### config.mk
export PLATFORM = sky130hd
export DESIGN_NAME = multi_tc_sched
export DESIGN_NICKNAME = d
export VERILOG_FILES = /design/src/rtl/multi_tc_sched.sv
export SDC_FILE = /design/constraint.sdc
export NUM_CORES = 1
export LEC_CHECK = 0
export CORE_AREA = 2 2 94 96
export CTS_CLUSTER_DIAMETER = 120
export DETAILED_ROUTE_END_ITERATION = 10
export DIE_AREA = 0 0 96 98
export GPL_TIMING_DRIVEN = 0
export PLACE_DENSITY = 0.9
export SLEW_MARGIN = 20
export SYNTH_ARGS = -nofsm -noshare
export SYNTH_HDL_FRONTEND = slang
export SYNTH_SLANG_ARGS = --single-unit
### constraint.sdc
create_clock -name clk -period 6.7 [get_ports clk]
set_clock_uncertainty 0.05 [all_clocks]
set_input_delay 1.675 -clock clk [delete_from_list [all_inputs] [get_ports clk]]
set_output_delay 1.675 -clock clk [all_outputs]
set_load 0.005 [all_outputs]
### src/rtl/multi_tc_sched.sv
// Three-channel periodic timer scheduler sharing one free-running prescaler,
// with a round-robin arbiter that multiplexes the channel event counts onto one LED bus.
module multi_tc_sched #(
  parameter int M  = 35,
  parameter int R  = 7,
  parameter int S0 = 19,
  parameter int S1 = 23,
  parameter int S2 = 27,
  parameter int SD = 26
) (
  input  logic         clk,
  input  logic         notrst,
  input  logic [2:0]   en,
  input  logic [R:0]   dipsw0,
  input  logic [R:0]   dipsw1,
  input  logic [R:0]   dipsw2,
  output logic [2:0]   evt,
  output logic [R:0]   ioled0,
  output logic [R:0]   ioled1,
  output logic [R:0]   ioled2,
  output logic [R:0]   led,
  output logic [1:0]   dsel
);

  localparam logic [M:0] PS_ONE = {{M{1'b0}}, 1'b1};
  localparam logic [R:0] ONE    = {{R{1'b0}}, 1'b1};

  typedef enum logic [1:0] {
    IDLE = 2'd0,
    RUN  = 2'd1,
    HALT = 2'd2
  } state_t;

  logic [M:0] ps;
  logic [3:0] tap_now;
  logic [3:0] tap_prev;
  logic [3:0] tick;

  state_t     state  [3];
  logic [R:0] cnt    [3];
  logic [R:0] ecount [3];
  logic [R:0] period [3];

  logic [3:0] enx;
  logic [1:0] cand1;
  logic [1:0] cand2;
  logic [1:0] next_sel;

  // Bit order: channel 0..2 ticks in [2:0], display-advance tick in [3].
  assign tap_now = {ps[SD], ps[S2], ps[S1], ps[S0]};
  assign tick    = tap_now & ~tap_prev;

  assign period[0] = dipsw0;
  assign period[1] = dipsw1;
  assign period[2] = dipsw2;

  assign ioled0 = ecount[0];
  assign ioled1 = ecount[1];
  assign ioled2 = ecount[2];

  always_ff @(posedge clk or negedge notrst) begin
    if (!notrst) begin
      ps       <= '0;
      tap_prev <= '0;
    end else begin
      ps       <= ps + PS_ONE;
      tap_prev <= tap_now;
    end
  end

  // Disable wins over everything, including a tick on the same cycle.
  always_ff @(posedge clk or negedge notrst) begin
    if (!notrst) begin
      evt <= '0;
      for (int i = 0; i < 3; i++) begin
        state[i]  <= IDLE;
        cnt[i]    <= '0;
        ecount[i] <= '0;
      end
    end else begin
      for (int i = 0; i < 3; i++) begin
        evt[i] <= 1'b0;
        if (!en[i]) begin
          state[i] <= IDLE;
          cnt[i]   <= '0;
        end else begin
          case (state[i])
            IDLE: begin
              cnt[i]   <= period[i];
              state[i] <= (period[i] != '0) ? RUN : HALT;
            end
            RUN: begin
              if (tick[i]) begin
                if (cnt[i] > ONE) begin
                  cnt[i] <= cnt[i] - ONE;
                end else begin
                  evt[i]    <= 1'b1;
                  ecount[i] <= ecount[i] + ONE;
                  cnt[i]    <= period[i];
                  if (period[i] == '0) state[i] <= HALT;
                end
              end
            end
            HALT: begin
              if (period[i] != '0) begin
                cnt[i]   <= period[i];
                state[i] <= RUN;
              end
            end
            default: begin
              state[i] <= IDLE;
              cnt[i]   <= '0;
            end
          endcase
        end
      end
    end
  end

  // Search order dsel+1, dsel+2, then dsel itself, all modulo 3.
  assign enx = {1'b0, en};

  always_comb begin
    cand1    = (dsel == 2'd2) ? 2'd0 : dsel + 2'd1;
    cand2    = (cand1 == 2'd2) ? 2'd0 : cand1 + 2'd1;
    next_sel = dsel;
    if (enx[cand1])      next_sel = cand1;
    else if (enx[cand2]) next_sel = cand2;
  end

  always_ff @(posedge clk or negedge notrst) begin
    if (!notrst) dsel <= 2'd0;
    else if (tick[3]) dsel <= next_sel;
  end

  always_comb begin
    led = '0;
    case (dsel)
      2'd0:    if (en[0]) led = ecount[0];
      2'd1:    if (en[1]) led = ecount[1];
      2'd2:    if (en[2]) led = ecount[2];
      default: led = '0;
    endcase
  end

endmodule
==> metrics.cfg <==
[synth]
synth_ff_type=dfrtp_1
avgSynthCellArea_um2=10.13
yosysWarnings=0
synth_seq_cells=91
synthesis.nets=518
synth_area_um2=4853
synth_cell_type_count=60
ys_seq_area_frac=0.4692
synth_edf_count=0
async_reset_ff_frac=1.000
postSynthCellCount=479

[clock_tree]
post_cts_buffers=0
clk_latency_ns=0.37
root_buffer=clkbuf_8
cts-resized-gates=0
cts_max_level=3
clock-sinks=91
postCtsHoldBufs=0
cts_buffers=9
tritoncts=built
clkTransAtPathRegs_ns=0.09
cts_max_path_buffers=2

[timing]
period_share=0.8545
hold_ws_ns=0.3897
tns_ns=0
relSlewSlack=0.3561
rsz0062_at_grt=no
final-max-slew-violation-count=0
hold_viol=0
setup_viol=0
worst_pin_slew_ns=0.9585
fin_crit_ns=5.725
max_freq_mhz=174.7

[pwr]
p_leak_nw=2.583
powerDensity_nw_per_um2=200.3
ir_drop_mv=0.1124

[routing]
wl_per_cell_um=16.52
drt_iter0_drc=207
dr.pass1.iters=4
drc=0
wirelength_mm=11.05
ant_nets=0
vias=4138
avgViaCountPerCell=6.185

[global_routing]
track_usage=0.2454
grt.met1_usage=0.3260
use_met3=0.05324
gr-max-usage-layer=met2
grt_max_degree=50
grt_pass1_wl_mm=18.41
overflow=0
antenna_found_initial=0
grt_use_met2=0.3937
grt_pass1_vias=3969

[setup_path]
cp-end-kind=output port
reg2reg_to=ioled1[1]$_DFFE_PN0P_
startpoint=en[0]
start_kind=input pin
worstPathArrival_ns=4.00
worst_r2r_startpoint=cnt[13]$_DFFE_PN0P_
critPathKind=input pin to output port
reg2regPathDepth=6
required_ns=4.97
endpoint=led[4]
crit_fanout=8
rrSetupSlack_ns=4.13

[layout]
final_cells=669
fill_cells=626
nets=595
final_core_util=0.6939
antenna_cells=0
area_delta_synth_final_pct=21.04
multi_input_area_um2=2451
seqCellArea_um2=2277
layout-drive-gt1-share=0.06595

[floorplan]
core_um2=8466
start_util=0.5733
die_x_um=96
die_y_um=98
die-area_um2=9408
fp-row-count=34
boundaryPins=66

[place]
place_inst=653
io_buffers=65
place_congestion=0.9390
dp_hpwl_mm=8.083

[run]
maxCapViolations=0

[hold_path]
hold_path_class=register to register

[status]
status=finished, final reports clean

cell usage after synthesis, types with 2 or more instances:
cell type	number	area (µm²)
mux2_2	3	33.78
o41ai_2	2	32.53
or2_2	6	37.54
o2bb2ai_1	16	140.1
a22oi_1	9	67.56
a221oi_1	2	17.52
nor3b_1	4	30.03
nand4_1	14	87.58
o22ai_1	3	18.77
o311ai_0	2	17.52
inv_1	18	67.56
nor2b_1	10	62.56
nor4b_1	2	17.52
o21ai_0	10	50.05
nand2_1	45	168.9
a221o_1	4	40.04
nor4_1	20	125.1
nand2b_1	5	31.28
a21oi_1	4	20.02
or3_1	3	18.77
a2111oi_0	2	17.52
xor2_1	22	192.7
xnor2_1	30	262.8
nand3_1	20	100.1
ha_1	10	125.1
dfrtp_1	91	2277
nor2_1	17	63.81
and2_1	5	31.28
or3b_2	2	17.52
or4_1	5	37.54
nand4b_1	2	17.52
clkbuf_1	12	45.04
o211a_1	2	20.02
nand3b_1	2	15.01
a31oi_1	4	25.02
a32oi_1	13	113.9
a211oi_1	4	30.03
and4_1	4	35.03
and3_1	13	81.33
nor3_1	15	75.07
o31ai_1	3	22.52
cell type report:
cell class / count / share of cell area
Tap cell: 108 / 0.02300
Multi-Input combinational cell: 355 / 0.4173
Buffer: 14 / 0.009159
Clock inverter: 6 / 0.01235
Inverter: 19 / 0.01214
Timing Repair Buffer: 66 / 0.1150
Clock buffer: 10 / 0.02343
Sequential cell: 91 / 0.3876
power by group:
| group | total [mW] | internal (mW) | switching, mW |
|---|---|---|---|
| Combinational | 0.199 | 0.0830 | 0.116 |
| Clock | 0.393 | 0.187 | 0.207 |
| Sequential | 0.584 | 0.564 | 0.0202 |
how the worst min path moves through the flow:
stage               depth (start not counted)                    end             start
finish                                      0  tap_prev[3]$_DFF_PN0_  ps[26]$_DFF_PN0_
global route                                0  tap_prev[3]$_DFF_PN0_  ps[26]$_DFF_PN0_
CTS                                         0  tap_prev[3]$_DFF_PN0_  ps[26]$_DFF_PN0_
floorplan                                   0  tap_prev[2]$_DFF_PN0_  ps[27]$_DFF_PN0_
detailed placement                          0  tap_prev[3]$_DFF_PN0_  ps[26]$_DFF_PN0_
global placement                            0  tap_prev[2]$_DFF_PN0_  ps[27]$_DFF_PN0_
metal layers:
layer  up-vias  share of wire
met5         -              0
met4         0          0.023
met3        31          0.045
met2       144           0.50
met1      2017           0.44
li1       1946              -
kinds of logic after synthesis:
group / synth area share
fa+ha+maj: 0.02578
buf+inv: 0.02578
mux: 0.009023
xor+xnor: 0.09384
flops: 0.4692
compound gates: 0.1490
simple gates: 0.2274
flip-flops by register name (all words and copies together) (netlist names):
register and count:
tap_prev 4, evt 3, ioled1 8, dsel 2
cnt 24, ioled2 8, ps 28, ioled0 8
state 6
layout by cell type (no fill, tap or decap), drive strengths merged, types with 5 or more instances in the layout:
cell type | netlist | routed
nand2b | 5 | 5
o21ai | 10 | 10
ha | 10 | 10
nand2 | 45 | 45
xnor2 | 30 | 30
and2 | 6 | 6
xor2 | 22 | 22
a22oi | 9 | 9
clkdlybuf4s50 | 0 | 64
nand3 | 20 | 20
and3 | 13 | 13
dfrtp | 91 | 91
nor3 | 16 | 16
nand4 | 14 | 14
nor2b | 10 | 10
clkbuf | 12 | 22
nor2 | 17 | 17
or2 | 6 | 6
inv | 18 | 20
a32oi | 13 | 13
nor4 | 21 | 21
o2bb2ai | 16 | 16
or4 | 6 | 6
metrics by stage:
step / power (mW) / cell area (µm²) / setup slack, ns
floorplan: 0.7200 / 4853 / 2.437
global placement: 0.7795 / 5639 / 0.7309
detailed placement: 0.7897 / 5664 / 1.049
CTS: 1.180 / 5874 / 1.040
global route: 1.226 / 5874 / 0.7879
finish: 1.177 / 5874 / 0.9745
worst max-delay path: stages:
cell             delay (ns)
clkdlybuf4s50_1        0.68
inv_1                  0.18
nor3_1                 0.65
a22oi_1                0.14
nand2_1                0.13
clkdlybuf4s50_1        0.53
No activity file was read; power rests on OpenSTA's default activity.
